<file path="config.mk">
export PLATFORM = sky130hd
export DESIGN_NAME = mem_access_unit
export DESIGN_NICKNAME = d
export VERILOG_FILES = /design/src/rtl/mem_access_unit.sv
export SDC_FILE = /design/constraint.sdc
export NUM_CORES = 1
export LEC_CHECK = 0
export ABC_AREA = 1
export BUFFER_PORTS_ARGS = -buffer_cell sky130_fd_sc_hd__buf_2
export CORE_MARGIN = 3
export CORE_UTILIZATION = 35
export CTS_BUF_LIST = sky130_fd_sc_hd__clkbuf_16
export DETAILED_ROUTE_END_ITERATION = 8
export GPL_ROUTABILITY_DRIVEN = 0
export HOLD_SLACK_MARGIN = 0.05
export MAX_ROUTING_LAYER = met4
export PLACE_DENSITY = 0.64
export SETUP_SLACK_MARGIN = 0.5
export SKIP_LAST_GASP = 1
export SYNTH_ARGS = -nofsm -noshare
export SYNTH_HDL_FRONTEND = slang
export SYNTH_SLANG_ARGS = --single-unit
</file>
<file path="constraint.sdc">
create_clock -name clk -period 10.3 [get_ports clk]
set_input_delay 1.03 -clock clk [delete_from_list [all_inputs] [get_ports clk]]
set_output_delay 1.03 -clock clk [all_outputs]
set_load 0.05 [all_outputs]
</file>
<file path="src/rtl/mem_access_unit.sv">
// MEMPREP-stage load/store unit: drives a req/ack data-memory port, stalls the front of the
// pipeline while an access is outstanding, and registers the writeback bundle for WB.
module mem_access_unit #(
  parameter int ADDR_W = 32
) (
  input  logic              clk,
  input  logic              rst,
  input  logic              invalid_MEMPREP,
  input  logic [3:0]        rd_MEMPREP,
  input  logic [31:0]       alu_result_MEMPREP,
  input  logic [31:0]       store_data_MEMPREP,
  input  logic [2:0]        funct3_MEMPREP,
  input  logic              mem_read_MEMPREP,
  input  logic              mem_write_MEMPREP,
  input  logic              regfile_we_MEMPREP,
  output logic              dmem_req,
  output logic              dmem_we,
  output logic [ADDR_W-1:0] dmem_addr,
  output logic [31:0]       dmem_wdata,
  output logic [3:0]        dmem_be,
  input  logic              dmem_ack,
  input  logic [31:0]       dmem_rdata,
  output logic              stall_MEMPREP,
  output logic              misaligned,
  output logic [3:0]        rd_WB,
  output logic [31:0]       result_WB,
  output logic              regfile_we_WB
);

  typedef enum logic {IDLE, BUSY} state_t;

  state_t      state;
  logic [1:0]  lane_q;
  logic [2:0]  funct3_q;
  logic [3:0]  rd_q;
  logic        we_q;

  logic        memop;
  logic        store;
  logic        legal;
  logic        aligned;
  logic        go;
  logic [1:0]  lane;
  logic [31:0] wdata_next;
  logic [3:0]  be_next;
  logic [7:0]  byte_sel;
  logic [15:0] half_sel;
  logic        load_signed;
  logic [31:0] load_data;

  assign lane  = alu_result_MEMPREP[1:0];
  assign memop = !invalid_MEMPREP && (mem_read_MEMPREP || mem_write_MEMPREP);
  // A slot that asserts both read and write is treated as a store.
  assign store = mem_write_MEMPREP;

  always_comb begin
    legal   = 1'b0;
    aligned = 1'b0;
    if (store) begin
      legal = (funct3_MEMPREP == 3'd0) || (funct3_MEMPREP == 3'd1) || (funct3_MEMPREP == 3'd2);
    end else begin
      legal = (funct3_MEMPREP == 3'd0) || (funct3_MEMPREP == 3'd1) || (funct3_MEMPREP == 3'd2) ||
              (funct3_MEMPREP == 3'd4) || (funct3_MEMPREP == 3'd5);
    end
    case (funct3_MEMPREP[1:0])
      2'd0:    aligned = 1'b1;
      2'd1:    aligned = !lane[0];
      default: aligned = (lane == 2'd0);
    endcase
  end

  assign go = memop && legal && aligned;

  always_comb begin
    wdata_next = 32'h0;
    be_next    = 4'hF;
    if (store) begin
      case (funct3_MEMPREP[1:0])
        2'd0: begin
          wdata_next = {4{store_data_MEMPREP[7:0]}};
          be_next    = 4'b0001 << lane;
        end
        2'd1: begin
          wdata_next = {2{store_data_MEMPREP[15:0]}};
          be_next    = lane[1] ? 4'b1100 : 4'b0011;
        end
        default: begin
          wdata_next = store_data_MEMPREP;
          be_next    = 4'hF;
        end
      endcase
    end
  end

  // Load extraction works on the lane and size latched when the request was issued.
  always_comb begin
    byte_sel    = 8'h0;
    half_sel    = 16'h0;
    load_signed = !funct3_q[2];
    load_data   = dmem_rdata;
    case (lane_q)
      2'd0:    byte_sel = dmem_rdata[7:0];
      2'd1:    byte_sel = dmem_rdata[15:8];
      2'd2:    byte_sel = dmem_rdata[23:16];
      default: byte_sel = dmem_rdata[31:24];
    endcase
    half_sel = lane_q[1] ? dmem_rdata[31:16] : dmem_rdata[15:0];
    case (funct3_q[1:0])
      2'd0:    load_data = {{24{load_signed & byte_sel[7]}}, byte_sel};
      2'd1:    load_data = {{16{load_signed & half_sel[15]}}, half_sel};
      default: load_data = dmem_rdata;
    endcase
  end

  assign stall_MEMPREP = (state == IDLE) ? go : !dmem_ack;

  always_ff @(posedge clk or posedge rst) begin
    if (rst) begin
      state         <= IDLE;
      dmem_req      <= 1'b0;
      dmem_we       <= 1'b0;
      dmem_addr     <= '0;
      dmem_wdata    <= 32'h0;
      dmem_be       <= 4'h0;
      misaligned    <= 1'b0;
      rd_WB         <= 4'h0;
      result_WB     <= 32'h0;
      regfile_we_WB <= 1'b0;
      lane_q        <= 2'd0;
      funct3_q      <= 3'd0;
      rd_q          <= 4'h0;
      we_q          <= 1'b0;
    end else begin
      misaligned <= 1'b0;
      case (state)
        IDLE: begin
          if (go) begin
            state         <= BUSY;
            dmem_req      <= 1'b1;
            dmem_we       <= store;
            dmem_addr     <= {alu_result_MEMPREP[ADDR_W-1:2], 2'b00};
            dmem_wdata    <= wdata_next;
            dmem_be       <= be_next;
            lane_q        <= lane;
            funct3_q      <= funct3_MEMPREP;
            rd_q          <= rd_MEMPREP;
            we_q          <= regfile_we_MEMPREP;
            regfile_we_WB <= 1'b0;
          end else begin
            // Bubbles and faulting memops still move rd/result but never write the regfile.
            rd_WB         <= rd_MEMPREP;
            result_WB     <= alu_result_MEMPREP;
            regfile_we_WB <= regfile_we_MEMPREP && !invalid_MEMPREP && !memop;
            misaligned    <= memop;
          end
        end
        BUSY: begin
          if (dmem_ack) begin
            state    <= IDLE;
            dmem_req <= 1'b0;
            rd_WB    <= rd_q;
            if (dmem_we) begin
              regfile_we_WB <= 1'b0;
            end else begin
              result_WB     <= load_data;
              regfile_we_WB <= we_q;
            end
          end else begin
            regfile_we_WB <= 1'b0;
          end
        end
        default: state <= IDLE;
      endcase
    end
  end

endmodule

</file>
==> out/results.ini <==
[status]
status = complete, no violations

[timing]
tightest_slew_ns = 1.125
finalCritPeriodShare_pct = 40.77
min_period_ns = 4.199
slew_headroom_pct = 24.79
rsz0062_at_grt = no
holdWs_ns = 0.4784
setup_violations = 0
clock_skew_ns = 0.005325
tns_ns = 0
hold_viol = 0
max_freq_mhz = 238.1
slew_violations = 0

[power]
comb_power_share_pct = 37.5
switching_power_uw = 860.3
p_leak_uw = 0.004184
seqPwrFrac_pct = 32.0
p_clk_share_pct = 30.5
peakVddDrop_mv = 0.1279
p_int_uw = 1134
powerDensity_nw_per_um2 = 262.7
swShare_pct = 43.14

[global_route]
grt-ovfl-total = 0
grt_pass1_wl_um = 29560
grt.total_usage_pct = 21.28
antenna_found_initial = 1
grt_pass1_vias = 5440
grt_max_degree = 71

[critical_path]
critPathKind = input port to output port
crit_fanout = 55
critPathCaptureType = output port
worstPathArrival_ns = 3.17
critical_path_required_ns = 9.27
start_kind = input port

[logic_synthesis]
yosysWarnings = 0
syn_avg_cell_area_um2 = 7.585
synthDistinctLibCells = 33
synth_top_cell_area_share_pct = 50.06
synth-seq-cells = 117
synth_area_leaders = dfrtp_1 50%, nand2_1 18%, nand3_1 6.8%, o21ai_0 5.2%, inv_1 3.0%
synth_ff_type = dfrtp_1
synthArstFlopShare_pct = 100.0
syn_area_um2 = 5848
syn_inst = 771
yosysTopAreaCell = dfrtp_1
synth_edf_count = 0
yosysSeqAreaShare_pct = 50.06

[die]
die_w_um = 135.3
fp.coreArea_um2 = 16120
rows = 46
dieArea_um2 = 18300
start_util_pct = 36.29
die_y_um = 135.3
num_io_pins = 219

[clock_tree]
cts_setup_buffers = 0
clock_tree.root_cell = clkbuf_16
clkSinkCount = 117
htreeDepth = 4
post_cts_resized = 0
insertion_delay_ns = 0.41
cts_tree = done
cts_hold_buf = 0
numCtsBuffers = 17
cts.reportedPaths.clkPinSlew_ns = 0.06
clk_path_buf_depth = 2

[routing]
vias = 5805
drtPass1Iterations = 5
drc = 0
ant_nets = 0
via_per_inst = 4.886
drt-total-wl_um = 19060
drt-initial-drc-count = 392
wl_per_cell_um = 16.04

[cells_and_area]
final_nets = 1069
syn_to_final_growth_pct = 29.80
final_layout_size_suffix_gt1_share_pct = 27.29
nFillCells = 1629

[placement]
port_buffers = 216
hpwl_um = 13540

[worst_hold_path]
holdCritPathClass = flop to flop

[run]
drv_cap = 0

==> stage by stage <==
stage	cell area (um^2)	utilization [%]	power [uW]	setup WS, ns	std cells
2_1_floorplan	5852	-	1200	6.169	772
3_3_place_gp	6993	43.39	1389	6.056	1156
3_5_place_dp	6993	43.39	1395	6.055	1156
4_1_cts	7589	47.09	2005	6.055	1187
5_1_grt	7591	47.10	2095	5.841	1188
6_report	7591	47.10	1994	6.101	1188
==> power groups by stage <==
stage | clock [uW] | sequential (uW) | combinational, uW
after floorplan | 0 | 967 | 233
final | 609 | 637 | 748
after CTS | 614 | 637 | 753
after global placement | 0 | 644 | 745
after detailed placement | 0 | 643 | 752
after global routing | 638 | 651 | 806
==> kinds of logic after synthesis <==
family | count (synthesis) | share of synthesized area (%)
simple gates | 402 | 28.71
compound gates | 144 | 13.24
flops | 117 | 50.06
buf+inv | 107 | 7.916
other cells | 1 | 0.06412
==> Yosys cell counts, types with 2 or more instances <==
cell	count
o221ai_1	4
or2_2	4
buf_4	7
o22ai_1	8
a21oi_1	31
nand3b_1	3
nor2_1	14
dfrtp_1	117
inv_1	46
inv_2	5
nand2_2	2
nand4_1	9
clkbuf_1	24
nand2_1	285
o21ai_0	61
buf_2	20
nand3_1	79
o211ai_1	6
nor2_2	2
clkinv_1	2
o21ai_1	30
==> worst max-delay path: stages <==
cell     delay, ns
buf_2         0.28
o21ai_1       0.17
nor2_2        0.19
nand3_4       0.45
buf_4         0.49
o21ai_2       0.22
buf_2         0.33
==> worst paths after layout <==
| kind | to | startpoint | slack, ns | depth (start not counted) |
|---|---|---|---|---|
| max reg2reg | result_WB[18] | state | 7.09 | 6 |
| min | dmem_addr[7] | dmem_addr[7] | 0.48 | 2 |
| max | stall_MEMPREP | mem_write_MEMPREP | 6.10 | 7 |
| min reg2reg | dmem_addr[7] | dmem_addr[7] | 0.48 | 2 |
| max in group asynchronous | dmem_addr[11] | rst | 8.24 | 3 |
| min in group asynchronous | rd_WB[3] | rst | 0.70 | 2 |
==> state kept, by name, summed over array words and instances, names as in the netlist, 2 cells and up <==
signal	count
lane_q	2
dmem_addr	30
dmem_wdata	32
dmem_be	4
result_WB	32
funct3_q	3
rd_q	4
rd_WB	4
==> metal layers <==
metal	part of all wire (%)	vias up	wire, um	GRT usage (%)
met5	0	-	0	-
met4	0.96	0	182	4.759
met3	7.8	21	1487	6.129
met2	45	214	8663	31.28
met1	46	2677	8722	29.39
li1	-	2893	-	-
==> cell type report <==
type,instances,area (um^2),area share (%)
sequential,117,2928,38.57
inverter,54,207.7,2.736
multi-input combinational,548,2469,32.52
timing repair buffer,221,1119,14.74
clock buffer,17,425.4,5.604
clock inverter,14,170.2,2.242
antenna,1,2.502,0.03297
tap,216,270.3,3.560
==> cell usage in the layout (no fill, tap or decap), drive strengths merged, types with 3 or more instances in the layout <==
| master | n |
|---|---|
| o22ai | 8 |
| clkbuf | 17 |
| buf | 221 |
| inv | 55 |
| a21oi | 31 |
| nand3b | 3 |
| clkinv | 8 |
| dfrtp | 117 |
| o21ai | 92 |
| nor2 | 17 |
| nand2 | 287 |
| bufinv | 4 |
| nand3 | 80 |
| o211ai | 6 |
| nand4 | 9 |
| or2 | 4 |
| o221ai | 4 |
(Power assumes the default switching activity.)
